==> config.mk <==
export PLATFORM = sky130hd
export DESIGN_NAME = sram_arbiter
export DESIGN_NICKNAME = d
export VERILOG_FILES = /design/src/rtl/sram_arbiter.sv
export SDC_FILE = /design/constraint.sdc
export NUM_CORES = 1
export LEC_CHECK = 0
export CORE_ASPECT_RATIO = 2
export CORE_MARGIN = 2
export CORE_UTILIZATION = 37
export DETAILED_ROUTE_END_ITERATION = 10
export PLACE_DENSITY = 0.77
export SYNTH_ARGS = -nofsm -noshare
export SYNTH_HDL_FRONTEND = slang
export SYNTH_SLANG_ARGS = --single-unit
==> constraint.sdc <==
create_clock -name clk -period 1.75 [get_ports clk]
set_input_delay 0.4375 -clock clk [delete_from_list [all_inputs] [get_ports clk]]
set_output_delay 0.4375 -clock clk [all_outputs]
set_load 0.01 [all_outputs]
==> src/rtl/sram_arbiter.sv <==
// sram_arbiter: shares one async SRAM between fetch and data ports, one transaction at a time.
// Optional SRAM_ARB_RR_EN: round-robin tie-break instead of fixed MEM priority.
module sram_arbiter #(
  parameter int READ_CYCLES  = 2,
  parameter int WRITE_CYCLES = 2
) (
  input  logic        clk,
  input  logic        reset,
  input  logic        if_req,
  input  logic [31:0] if_addr,
  output logic        if_ack,
  output logic        if_resp,
  output logic [31:0] if_rdata,
  input  logic        mem_req,
  input  logic [3:0]  mem_we,
  input  logic [31:0] mem_addr,
  input  logic [31:0] mem_wdata,
  output logic        mem_ack,
  output logic        mem_resp,
  output logic [31:0] mem_rdata,
  output logic        mem_owns,
  output logic [19:0] ram_addr,
  output logic [3:0]  ram_be_n,
  output logic        ram_ce_n,
  output logic        ram_oe_n,
  output logic        ram_we_n,
  output logic [31:0] ram_data_o,
  output logic        ram_data_oe,
  input  logic [31:0] ram_data_i
);
  typedef enum logic [2:0] {IDLE, RD, WR, TURN, RESP} state_t;
  state_t state_q, state_d;
  logic [3:0] cnt_q, cnt_d, be_n_q, be_n_d;
  logic owner_q, owner_d;
  logic [19:0] addr_q, addr_d;
  logic [31:0] wdata_q, wdata_d, if_rdata_q, if_rdata_d, mem_rdata_q, mem_rdata_d;
  logic grant_mem, accept, wr_req;
  logic unused_bits;
  assign unused_bits = ^{if_addr[31:22], if_addr[1:0], mem_addr[31:22], mem_addr[1:0]};
`ifdef SRAM_ARB_RR_EN
  logic last_q;
  // last_q: 1 when MEM was granted last, so a tie goes to IF
  assign grant_mem = mem_req && (!if_req || !last_q);
  always_ff @(posedge clk)
    if (reset) last_q <= 1'b0;
    else if (accept) last_q <= grant_mem;
`else
  assign grant_mem = mem_req;
`endif
  assign accept = (state_q == IDLE) && !reset && (mem_req || if_req);
  assign wr_req = grant_mem && (mem_we != 4'b0000);
  assign mem_ack = accept && grant_mem;
  assign if_ack = accept && !grant_mem;
  always_ff @(posedge clk)
    if (reset) begin
      state_q <= IDLE;
      cnt_q <= '0;
      owner_q <= 1'b0;
      addr_q <= '0;
      be_n_q <= 4'b1111;
      wdata_q <= '0;
      if_rdata_q <= '0;
      mem_rdata_q <= '0;
    end else begin
      state_q <= state_d;
      cnt_q <= cnt_d;
      owner_q <= owner_d;
      addr_q <= addr_d;
      be_n_q <= be_n_d;
      wdata_q <= wdata_d;
      if_rdata_q <= if_rdata_d;
      mem_rdata_q <= mem_rdata_d;
    end
  always_comb begin
    state_d = state_q;
    cnt_d = cnt_q - {3'b000, cnt_q != 4'd0};
    owner_d = owner_q;
    addr_d = addr_q;
    be_n_d = be_n_q;
    wdata_d = wdata_q;
    if_rdata_d = if_rdata_q;
    mem_rdata_d = mem_rdata_q;
    case (state_q)
      IDLE: if (accept) begin
        owner_d = grant_mem;
        addr_d = grant_mem ? mem_addr[21:2] : if_addr[21:2];
        be_n_d = wr_req ? ~mem_we : 4'b0000;
        wdata_d = mem_wdata;
        state_d = wr_req ? WR : RD;
        cnt_d = wr_req ? 4'(WRITE_CYCLES - 1) : 4'(READ_CYCLES - 1);
      end
      RD: if (cnt_q == 4'd0) begin
        state_d = RESP;
        if (owner_q) mem_rdata_d = ram_data_i;
        else if_rdata_d = ram_data_i;
      end
      WR: state_d = (cnt_q == 4'd0) ? TURN : WR;
      TURN: state_d = RESP;
      RESP: state_d = IDLE;
      default: state_d = IDLE;
    endcase
  end
  always_comb begin
    ram_ce_n = !(state_q == RD || state_q == WR || state_q == TURN);
    ram_oe_n = state_q != RD;
    ram_we_n = state_q != WR;
    ram_data_oe = state_q == WR || state_q == TURN;
    ram_data_o = wdata_q;
    ram_addr = addr_q;
    ram_be_n = be_n_q;
    if_resp = state_q == RESP && !owner_q;
    mem_resp = state_q == RESP && owner_q;
    mem_owns = state_q != IDLE && owner_q;
    if_rdata = if_rdata_q;
    mem_rdata = mem_rdata_q;
  end
endmodule

==> flow_summary.ini <==
[layout]
drive_above_1_share_pct = 12.5
syn2layout_area_growth_pct = 60.4
multi_input_area_mm2 = 0.00261
final_common_cell = clkdlybuf4s50_1
nFillCells = 1308
regArea_mm2 = 0.00257
fin_nets = 954
layout_common_cells = 129 x clkdlybuf4s50_1, 124 x dfxtp_1, 79 x a21oi_1
diodes = 0
final_core_util_pct = 60.2

[drt]
viasPerCell = 5.44
drt-pass1-iter-count = 5
drt-total-wl_mm = 17.3
drtAntennaViolNets = 0
drt_iter0_drc = 289
num_vias = 5566
wl_per_cell_um = 16.9
drc = 0

[worst_setup_path]
crit_type = reg2out
crit_arrival_ps = 1370
end_kind = output port
worst_setup_path_start_kind = flip-flop
worstPathMaxFanout = 4
critPathRequiredTime_ps = 1310

[placement]
place.gp.congestion = 0.738
post-place-ws_ps = -635
io_buffer_count = 240
dp_hpwl_mm = 11.2

[timing]
drv_slew = 0
fin_tns_setup_ps = -93.5
fin_crit_sh_pct = 103
hold_viol = 0
worstMarginPinSlew_ps = 648
rsz0062_at_grt = true
fin_skew_ps = 7.60
layout_min_cycle_time_ps = 1810
relSlewSlack_pct = 56.8
timing.final.ws_setup_ps = -57.9
max_clock_freq_mhz = 553
setup_viol = 3

[clocking]
clockRootBuffer = clkbuf_16
clock_sinks = 128
numCtsBuffers = 17
h-tree-depth = 4
cts_tree = yes
clkSlewWorstSetupHoldPaths_ps = 60
clk_latency_ps = 400
cts_hold_buf = 0
cts_buffer_depth = 2

[global_route]
grt_use_total_pct = 21.1
antenna_found_initial = 0
grt_max_degree = 67
grt_pass1_vias = 5372
grt_first_pass_wirelength_mm = 27.7
overflow = 0

[die]
die-area_mm2 = 0.0159
io_pins = 265
die_width_um = 90.2
start_util_pct = 37.5
die_h_um = 176
core_area_mm2 = 0.0147
rows = 63

[run_status]
status = finished, violations left
violations = setup timing

[power_and_ir_drop]
p_leak_nw = 4.17
irDropWorstVdd_mv = 0.828
power_mw = 11.4
power.density_mw_per_mm2 = 1300

[yosys]
avgSynthCellArea_um2 = 9.12
yosysWarnings = 0
ys_ff_latch = 128
synth.distinct_cells = 39
syn_area_mm2 = 0.00550
synth_fp_nets = 741
synthCells = 603
yosysSeqAreaShare_pct = 46.6

[min_path]
worstHoldPathType = reg2reg

[flow_run]
max_cap_violations = 0
==> where the power goes <==
part | leakage [nW] | internal (mW) | switching [mW]
clock network | 0.295 | 2.27 | 1.38
registers | 1.05 | 3.40 | 0.269
logic | 2.83 | 1.68 | 2.46
total | 4.17 | 7.34 | 4.10
==> final cells by class <==
cell class,count,area share (%)
clock buffer,18,4.86
timing repair buffer,271,31.4
inverter,6,0.255
clock inverter,14,2.06
multi-input combinational,392,29.5
tap,195,2.77
sequential,128,29.1
==> metrics by stage <==
stage	instance area, um2	hold slack [ps]	cells
after global placement	8030	450	988
after global routing	8820	484	1024
final	8820	466	1024
after CTS	8630	468	1021
after floorplan	5500	486	603
after detailed placement	8030	459	988
==> critical path, stage by stage (launching register included) <==
cell     delay (ps)
dfxtp_2         330
nor3_4          270
and3_4          260
buf_6           100
==> repair_timing <==
item,CTS,global route
pin swaps,8,5
setup buffers,1,3
resized for setup,96,69
endpoints found under the setup margin,105,113
==> synth_stat cells, drive strengths merged <==
cell / n / area [um2]
nor3b: 3 / 27.5
o21ai: 33 / 165
or2: 1 / 6.26
nor4: 1 / 21.3
nand3: 33 / 165
a21o: 1 / 7.51
nor2b: 2 / 12.5
xnor2: 2 / 17.5
o31ai: 64 / 480
clkbuf: 37 / 139
nor4b: 1 / 8.76
o21a: 1 / 7.51
o41a: 1 / 11.3
nand2b: 37 / 231
ha: 2 / 25.0
and3: 1 / 6.26
inv: 6 / 22.5
and2: 1 / 8.76
nor2: 11 / 41.3
a221o: 1 / 10.0
and4b: 1 / 10.0
a211oi: 14 / 155
nand4: 64 / 400
a21oi: 79 / 395
nand2: 2 / 7.51
dfxtp: 128 / 2560
buf: 40 / 228
mux2i: 25 / 250
o22ai: 5 / 31.3
o21ba: 1 / 10.0
nor3: 5 / 36.3
==> layer usage <==
| layer | up-vias | track usage [%] | share of wire [%] |
|---|---|---|---|
| met4 | 0 | 6.03 | 0.93 |
| met2 | 249 | 33.3 | 48 |
| met5 | - | 0 | 0 |
| met3 | 11 | 7.51 | 9.5 |
| li1 | 2682 | - | - |
| met1 | 2624 | 27.1 | 42 |
==> cells by family (layout without fill, tap and decap cells) <==
logic type,Yosys count,in the layout,synth area share (%)
buffers and inverters,83,309,7.07
flip-flops,128,128,46.6
AO/OA/AOI/OAI,200,200,23.2
XOR/XNOR,2,2,0.318
multiplexers,25,25,4.55
adder cells (fa/ha/maj),2,2,0.455
AND/OR/NAND/NOR,163,163,17.9
==> flip-flops by register name, indices dropped and copies added, names as in the netlist <==
register,count
if_rdata,32
ram_data_o,32
cnt_q,4
owner_q,1
ram_be_n,4
state_q,3
ram_addr,20
mem_rdata,32
==> final timing paths <==
kind / endpoint / cells past startpoint / from / slack (ps)
hold reg to reg: ram_data_o[6] / 2 / ram_data_o[6] / 470
setup / recovery: mem_ack / 3 / state_q[0] / -60
hold / removal: ram_data_o[6] / 2 / ram_data_o[6] / 470
setup reg to reg: ram_data_o[25] / 5 / state_q[0] / 10
No activity file was read; power rests on OpenSTA's default activity.
